## src/rtl/reflet_timer_pkg.sv

```systemverilog
// Shared definitions for the reflet bus timer: register indices and CTRL layout.
// Register offsets are in units of one bus word.
package reflet_timer_pkg;

   localparam int PSEL_WIDTH = 4;

   typedef enum logic [1:0] {
      REG_CTRL   = 2'd0,
      REG_RELOAD = 2'd1,
      REG_COUNT  = 2'd2,
      REG_STATUS = 2'd3
   } reg_sel_e;

   localparam int CTRL_RUN     = 0;
   localparam int CTRL_AUTO    = 1;
   localparam int CTRL_IRQ_EN  = 2;
   localparam int CTRL_PSEL_LO = 4;

   typedef struct packed {
      logic [PSEL_WIDTH-1:0] psel;
      logic                  irq_en;
      logic                  auto_reload;
      logic                  run;
   } ctrl_t;

   // Bus image of CTRL; bit 3 is a hole and reads as zero.
   function automatic logic [7:0] ctrl_to_byte(input ctrl_t c);
      return {c.psel, 1'b0, c.irq_en, c.auto_reload, c.run};
   endfunction

   function automatic ctrl_t byte_to_ctrl(input logic [7:0] b);
      return ctrl_t'({b[CTRL_PSEL_LO +: PSEL_WIDTH], b[CTRL_IRQ_EN], b[CTRL_AUTO], b[CTRL_RUN]});
   endfunction

endpackage

```

## src/rtl/reflet_timer_prescaler.sv

```systemverilog
// Free-running prescaler for the timer: counts while running and decodes
// a tick whenever its low psel bits are all ones.
module reflet_timer_prescaler
   import reflet_timer_pkg::*;
#(
   parameter int presc_width = 16
) (
   input  logic                  clk,
   input  logic                  reset,
   input  logic                  run,
   input  logic                  enable,
   input  logic                  clear,
   input  logic [PSEL_WIDTH-1:0] psel,
   output logic                  tick
);

   logic [presc_width-1:0] count;
   logic [presc_width-1:0] mask;

   // psel at or beyond the counter width saturates to a full-width mask.
   always_comb begin
      mask = '0;
      for (int i = 0; i < presc_width; i++) begin
         if (i < int'(psel)) mask[i] = 1'b1;
      end
   end

   assign tick = run & enable & ((count & mask) == mask);

   always_ff @(posedge clk or posedge reset) begin
      if (reset) begin
         count <= '0;
      end else if (clear) begin
         count <= '0;
      end else if (run & enable) begin
         count <= count + presc_width'(1);
      end
   end

endmodule

```

## src/rtl/reflet_timer.sv

```systemverilog
// Memory-mapped down-counting timer with level interrupt for the reflet bus.
// Holds the register file, address decode, read mux and expiry handling.
module reflet_timer
   import reflet_timer_pkg::*;
#(
   parameter int          wordsize    = 16,
   parameter int unsigned base_addr   = 'hFF00,
   parameter int          presc_width = 16
) (
   input  logic                clk,
   input  logic                reset,
   input  logic                enable,
   input  logic [wordsize-1:0] addr,
   input  logic [wordsize-1:0] data_in,
   input  logic                write_en,
   output logic [wordsize-1:0] data_out,
   output logic                irq
);

   localparam int W = wordsize / 8;
   localparam logic [wordsize-1:0] base = wordsize'(base_addr);

   ctrl_t               ctrl;
   logic [wordsize-1:0] reload;
   logic [wordsize-1:0] count;
   logic                pending;

   logic [wordsize-1:0] offset;
   logic                sel;
   reg_sel_e            rsel;
   logic                wr_ctrl, wr_reload, wr_count, wr_status;
   logic                tick, expire;
   logic [wordsize-1:0] rd_data;

   assign offset = addr - base;

   // Only the four word-aligned slots of the window decode; anything else is ignored.
   always_comb begin
      sel  = 1'b0;
      rsel = REG_CTRL;
      if (addr >= base) begin
         if (offset == wordsize'(0)) begin
            sel  = 1'b1;
            rsel = REG_CTRL;
         end else if (offset == wordsize'(W)) begin
            sel  = 1'b1;
            rsel = REG_RELOAD;
         end else if (offset == wordsize'(2 * W)) begin
            sel  = 1'b1;
            rsel = REG_COUNT;
         end else if (offset == wordsize'(3 * W)) begin
            sel  = 1'b1;
            rsel = REG_STATUS;
         end
      end
   end

   assign wr_ctrl   = write_en & sel & (rsel == REG_CTRL);
   assign wr_reload = write_en & sel & (rsel == REG_RELOAD);
   assign wr_count  = write_en & sel & (rsel == REG_COUNT);
   assign wr_status = write_en & sel & (rsel == REG_STATUS);

   reflet_timer_prescaler #(
      .presc_width (presc_width)
   ) u_presc (
      .clk    (clk),
      .reset  (reset),
      .run    (ctrl.run),
      .enable (enable),
      .clear  (wr_ctrl),
      .psel   (ctrl.psel),
      .tick   (tick)
   );

   assign expire = tick & (count == '0);

   // A CTRL write replaces the whole register, overriding a one-shot run clear.
   always_ff @(posedge clk or posedge reset) begin
      if (reset) begin
         ctrl <= '0;
      end else if (wr_ctrl) begin
         ctrl <= byte_to_ctrl(data_in[7:0]);
      end else if (expire & ~ctrl.auto_reload) begin
         ctrl.run <= 1'b0;
      end
   end

   always_ff @(posedge clk or posedge reset) begin
      if (reset) begin
         reload <= '0;
      end else if (wr_reload) begin
         reload <= data_in;
      end
   end

   always_ff @(posedge clk or posedge reset) begin
      if (reset) begin
         count <= '0;
      end else if (wr_count) begin
         count <= data_in;
      end else if (tick) begin
         if (count != '0) begin
            count <= count - wordsize'(1);
         end else if (ctrl.auto_reload) begin
            count <= reload;
         end
      end
   end

   // Expiry beats a simultaneous software clear so no event is lost.
   always_ff @(posedge clk or posedge reset) begin
      if (reset) begin
         pending <= 1'b0;
      end else if (expire) begin
         pending <= 1'b1;
      end else if (wr_status & data_in[0]) begin
         pending <= 1'b0;
      end
   end

   always_comb begin
      rd_data = '0;
      if (sel) begin
         case (rsel)
            REG_CTRL:   rd_data = {{(wordsize-8){1'b0}}, ctrl_to_byte(ctrl)};
            REG_RELOAD: rd_data = reload;
            REG_COUNT:  rd_data = count;
            REG_STATUS: rd_data = {{(wordsize-1){1'b0}}, pending};
            default:    rd_data = '0;
         endcase
      end
   end

   always_ff @(posedge clk or posedge reset) begin
      if (reset) begin
         data_out <= '0;
      end else begin
         data_out <= rd_data;
      end
   end

   assign irq = pending & ctrl.irq_en;

endmodule

```

## config.mk

```make
export PLATFORM = sky130hd
export DESIGN_NAME = reflet_timer
export DESIGN_NICKNAME = d
export VERILOG_FILES = /design/src/rtl/reflet_timer_pkg.sv /design/src/rtl/reflet_timer_prescaler.sv /design/src/rtl/reflet_timer.sv
export SDC_FILE = /design/constraint.sdc
export NUM_CORES = 1
export LEC_CHECK = 0
export BUFFER_PORTS_ARGS = -buffer_cell sky130_fd_sc_hd__buf_2
export CAP_MARGIN = 20
export CORE_UTILIZATION = 40
export DETAILED_ROUTE_END_ITERATION = 12
export GPL_TIMING_DRIVEN = 0
export HOLD_SLACK_MARGIN = 0.03
export PLACE_DENSITY_LB_ADDON = 0.1
export SYNTH_ARGS = -nofsm -noshare
export SYNTH_HDL_FRONTEND = slang
export SYNTH_HIERARCHICAL = 1
export SYNTH_SLANG_ARGS = --single-unit
```

## constraint.sdc

```tcl
create_clock -name clk -period 4 [get_ports clk]
set_clock_uncertainty 0.2 [all_clocks]
set_input_delay 0.4 -clock clk [delete_from_list [all_inputs] [get_ports clk]]
set_output_delay 0.4 -clock clk [all_outputs]
set_load 0.1 [all_outputs]
```

* Word level (Yosys, flattened, before mapping)
Cells that the tools add are included.
** Cells by class
- Add/subtract/negate cells :: 3
- Magnitude comparators :: 16
- Equality and inequality tests :: 7
- Muxes and demuxes :: 37
- Bitwise logic cells :: 13
- Reductions and logical operators :: 10
** Operators with widths (count)
- $mux 16 :: 7
- $pmux 16 s4 :: 1
- $eq 16x3->1 const B :: 2
- $logic_not 16->1 :: 2
- $lt 4x4->1 const A :: 7
- $mux 1 :: 24
- $add 16x1->16 const B :: 1
- $and 16x15->16 :: 1
- $eq 16x15->1 :: 1
- $eq 16x2->1 const B :: 1
- $ge 16x16->1 const B :: 1
- $lt 3x4->1 const A :: 4
- $reduce_bool 16->1 :: 1
- $sub 16x1->16 const B :: 1
- $sub 16x16->16 const B :: 1
- $and 1x1->1 :: 11
- $mux 2 :: 5
- $lt 1x4->1 const A :: 2
- $lt 2x4->1 const A :: 2
- $reduce_bool 2->1 :: 4
- $eq 2x2->1 const B :: 2
- $reduce_bool 3->1 :: 1
- $eq 2x1->1 const B :: 1
- $logic_not 2->1 :: 1
- other kinds (2) :: 2
** Word-level totals
- Flip-flop bits (word level) :: 72
- Bits of input ports :: 36
- Output and inout port bits :: 17
- Word-level logic and storage cells :: 95

* Longest topological paths before layout
- Word-level depth :: 12
- Gate-level depth with buffers :: 10
- Mapped depth without buffers :: 8

* By module
Netlist, hierarchy kept.
** Modules (own cells, without submodules)
- reflet_timer :: instances 1, cells an instance 307, area each 3035.4 um^2, sequential area each 1401.3 um^2
- reflet_timer_prescaler :: instances 1, cells an instance 110, area each 927.1 um^2, sequential area each 375.4 um^2

* Least setup slack after synthesis
No wires, ideal clock.
- Path type :: input to register
- Start point :: input port addr[3]
- End point :: register u_presc.count[12]
- Setup time :: 0.077 ns
- Arrival :: 2.627 ns
- Required time :: 3.723 ns
- Path slack :: 1.096 ns
- Stages on the path :: 9
- Path buffers :: 1
- Cells stage by stage :: or4_4 > nor4_4 > nand3_2 > inv_1 > buf_6 > a21oi_1 > or4_4 > or3_1 > a21oi_1
** On the way
- Cells in the longest elaborated chain, start to end :: 10
- Elaborated cells on any way between the ends :: 21
- Classes of those cells :: add/sub: 1; order compare: 1; eq/ne: 3; mux: 11; bitwise: 2; reduce/logical: 3
** Ends and longest elaborated chain
- from (decl) :: line reflet_timer.sv:13 : input logic [wordsize-1:0] addr,
- $sub 16x16->16 :: line reflet_timer.sv:35 : assign offset = addr - base;
- $eq 16x3->1 :: line reflet_timer.sv:51 : end else if (offset == wordsize'(3 * W)) begin
- $mux 1 / $mux 2 (equally long branches) :: line reflet_timer.sv:51
- $mux 1 / $mux 2 (equally long branches) :: line reflet_timer.sv:48 : end else if (offset == wordsize'(2 * W)) begin
- $mux 1 / $mux 2 (equally long branches) :: line reflet_timer.sv:45 : end else if (offset == wordsize'(W)) begin
- $mux 1 / $mux 2 (equally long branches) :: line reflet_timer.sv:42 : if (offset == wordsize'(0)) begin
- $mux 1 / $mux 2 (equally long branches) :: line reflet_timer.sv:41 : if (addr >= base) begin
- $and 1x1->1 / $logic_not 2->1 (equally long branches) :: line reflet_timer.sv:58 : assign wr_ctrl = write_en & sel & (rsel == REG_CTRL);
- $and 1x1->1 * :: line reflet_timer.sv:58
- via wr_ctrl :: line reflet_timer.sv:31 : logic wr_ctrl, wr_reload, wr_count, wr_status;
- $mux 16 / $reduce_bool 2->1 (equally long branches)
- to (signal assigned) :: line reflet_timer_prescaler.sv:36 : count <= count + presc_width'(1);
- to (decl) :: line reflet_timer_prescaler.sv:17 : logic [presc_width-1:0] count;
The timed path passes the listed nets; every way through them passes the cells marked *.
A chain may end at the register's enable or synchronous reset.

==> results.json <==
{
  "status": "complete, no violations",
  "cp.buffers_inverters": 3,
  "hold_viol": 0,
  "syn_to_final_growth_pct": 16.7,
  "crit_chain": "clkbuf_1 > nor3_1 > o32ai_1 > nor3_1 > o2111a_1 > clkbuf_1 > clkinv_1 > a31oi_1 > a211oi_1 > a211oi_2",
  "timing.hold.ws_ns": 0.0758,
  "grt_setup_unrepaired": "no",
  "finalPower_mw": 1.39,
  "setup.worst_path.end_class": "register",
  "crit_path_top_delay_cell": "a31oi_1",
  "gp_congestion": 0.951,
  "crit_path_max_fanout": 9,
  "cts_sinks": 71,
  "min_to": "count[15]",
  "clk_latency_ns": 0.36,
  "dpl_cell_area_um2": 4400,
  "routed_wl_mm": 11.1,
  "seqPwrFrac_pct": 51.8,
  "drive_gt1_share_pct": 24.4,
  "grt_pass1_wl_mm": 18.1,
  "cts_resized": 0,
  "worstSetupStartpointType": "register",
  "chipWidth_um": 102,
  "grt_usage_pct": 23.5,
  "min_path_type": "in -> reg",
  "ff2ff_path_depth": 10,
  "syn_nets": 456,
  "worstReg2RegEnd": "count[8]",
  "htree_levels": 3,
  "post-route-util_pct": 49.1,
  "swShare_pct": 23.3,
  "design_area_um2": 4620,
  "antenna_found_initial": 0,
  "power.switching_uw": 323,
  "grt_max_degree": 30,
  "fin_crit_sh_pct": 87.2,
  "synth_warnings": 6,
  "hold_start": "data_in[15]",
  "netlist_area_um2": 3960,
  "synth_ff_type": "dfrtp_1",
  "relSlewSlack_pct": 47.5,
  "nets": 521,
  "max_cap_viol_count": 0,
  "viasPerCell": 5.72,
  "cts-root-buf": "clkbuf_8",
  "crit_family": "compound AO/OA/AOI/OAI gates",
  "ys_ff_latch": 71,
  "worst_slew_pin_slew_ns": 0.785,
  "final-max-slew-violation-count": 0,
  "syn_area_per_cell_um2": 9.50,
  "p_int_mw": 1.06,
  "grt_pass1_vias": 3335,
  "vias": 3523,
  "regToRegSetupSlack_ns": 0.51,
  "dr.pass1.iters": 5,
  "cts_tree": "done",
  "cts_made_buffers": 9,
  "min_path_cells": 2,
  "layout_min_cycle_time_ns": 3.49,
  "ys_types": 61,
  "die_h_um": 102,
  "rows": 35,
  "p_clk_share_pct": 43.6,
  "antenna_cells": 0,
  "finalSetupViolations": 0,
  "synth_edf_count": 0,
  "ys_seq_area_share_pct": 44.8,
  "required_ns": 4.08,
  "io_pins": 53,
  "die_area_um2": 10300,
  "drc": 0,
  "clkTransAtPathRegs_ns": 0.08,
  "core_area_um2": 9420,
  "clock_path_buffers": 2,
  "io_buffers": 52,
  "hpwl_mm": 8.08,
  "initial_utilization_pct": 42.1,
  "timing.rr.start": "ctrl[5]",
  "leakage_nw": 2.06,
  "synthCells": 417,
  "p_per_area_nw_per_um2": 300,
  "ys_async_sr_fraction_pct": 100,
  "pwr-share-comb_pct": 4.6,
  "drt-initial-drc-count": 230,
  "ir_drop_mv": 0.179,
  "wl_per_cell_um": 18.1,
  "antenna_left": 0,
  "arrival_ns": 3.56,
  "fillers": 926,
  "fin_setup_tns_ns": 0,
  "grt.overflow.total": 0,
  "slowest_delay_ns": 0.61,
  "worstSetupPathType": "reg -> reg",
  "fmax_mhz": 287
}
[how the worst max path moves through the flow]
stage / from / endpoint / slack [ns] / cells after the start
2_1_floorplan: addr[3] / u_presc/count[12] / 1.10 / 9
4_1_cts: ctrl[5] / count[8] / 0.50 / 10
6_report: ctrl[5] / count[8] / 0.51 / 10
3_3_place_gp: ctrl[5] / count[8] / 0.61 / 10
5_1_grt: ctrl[5] / count[7] / 0.20 / 10
3_5_place_dp: ctrl[5] / count[8] / 0.53 / 10
[area by class of cell]
| cell class | instances | area (µm²) | share of cell area, % |
|---|---|---|---|
| sequential | 71 | 1780 | 38.4 |
| timing repair buffer | 54 | 290 | 6.28 |
| buffer | 23 | 120 | 2.60 |
| clock buffer | 12 | 155 | 3.36 |
| clock inverter | 4 | 53.8 | 1.16 |
| multi-input combinational | 309 | 2010 | 43.5 |
| inverter | 14 | 52.6 | 1.14 |
| tap | 129 | 161 | 3.49 |
[power groups by stage]
stage	registers, mW	clock network, mW	logic [mW]
6_report	0.718	0.605	0.0643
2_1_floorplan	0.732	0	0.0293
3_3_place_gp	0.732	0	0.0608
3_5_place_dp	0.732	0	0.0650
5_1_grt	0.718	0.653	0.0730
4_1_cts	0.718	0.618	0.0658
[worst reg2reg max path: cells and delay by family, from the launching register on]
| kind | cells | cell delay, ns |
|---|---|---|
| AND/OR/NAND/NOR | 2 | 0.46 |
| flip-flops | 1 | 0.40 |
| AO/OA/AOI/OAI | 5 | 1.37 |
| buffers and inverters | 3 | 0.99 |
[layout by cell type, fill, tap and decap left out, drive strengths merged, types with 5 or more instances in the layout]
cell type  instances
nand4              8
nor2              55
nand2             29
a21oi             27
mux2i              9
nor3              13
a211oi             5
nor4               6
a31oi              9
nand3             16
or3                5
a22oi             10
o31ai              5
dfrtp             71
clkbuf            25
o21ai             24
mux2              22
buf               63
inv               13
xnor2              8
[synth_stat cells, types with 4 or more instances]
cell	instances	area, µm²
nor2_1	53	199
clkbuf_1	13	48.8
xor2_1	4	35.0
nor2b_1	4	25.0
nand2_1	29	109
a21oi_1	27	135
nand3_1	12	60.1
xnor2_1	8	70.1
nor3_1	13	65.1
or3_1	4	25.0
o31ai_1	5	37.5
mux2_2	22	248
dfrtp_1	71	1780
a211oi_1	4	30.0
inv_1	13	48.8
mux2i_1	9	90.1
a22oi_1	10	75.1
a31oi_1	9	56.3
nor4_1	5	31.3
buf_2	6	30.0
o21ai_0	24	120
nand4_1	7	43.8
[cells by family (layout without fill, tap and decap cells)]
group | after synthesis | in the layout | synth area share [%]
flip-flops | 71 | 71 | 44.8
AND/OR/NAND/NOR | 157 | 157 | 21.2
adder cells (fa/ha/maj) | 3 | 3 | 0.947
AO/OA/AOI/OAI | 105 | 105 | 17.0
multiplexers | 32 | 32 | 9.09
XOR/XNOR | 12 | 12 | 2.65
buffers and inverters | 37 | 107 | 4.36
[sequential cells by signal, indices dropped and copies added, names as in the netlist]
register / count
count: 16
data_out: 16
reload: 16
u_presc/count: 15
ctrl: 7
pending: 1
[repair_timing]
action,4_1_cts,5_1_grt
hold buffers,1,0
buffers inserted,0,0
endpoints found under the hold margin,43,0
[routing by layer]
metal	GRT usage, %	vias up	wire length (µm)
li1	-	1651	-
met1	35.4	1724	5560
met2	33.7	133	4740
met3	4.83	15	683
met4	6.80	0	148
met5	0	-	0
[through the flow]
| step | instances | setup slack (ns) |
|---|---|---|
| 6_report | 616 | 0.512 |
| 5_1_grt | 616 | 0.200 |
| 4_1_cts | 616 | 0.501 |
| 3_5_place_dp | 599 | 0.526 |
| 3_3_place_gp | 598 | 0.615 |
| 2_1_floorplan | 417 | 1.10 |
Power figures use the tool's default switching activity.
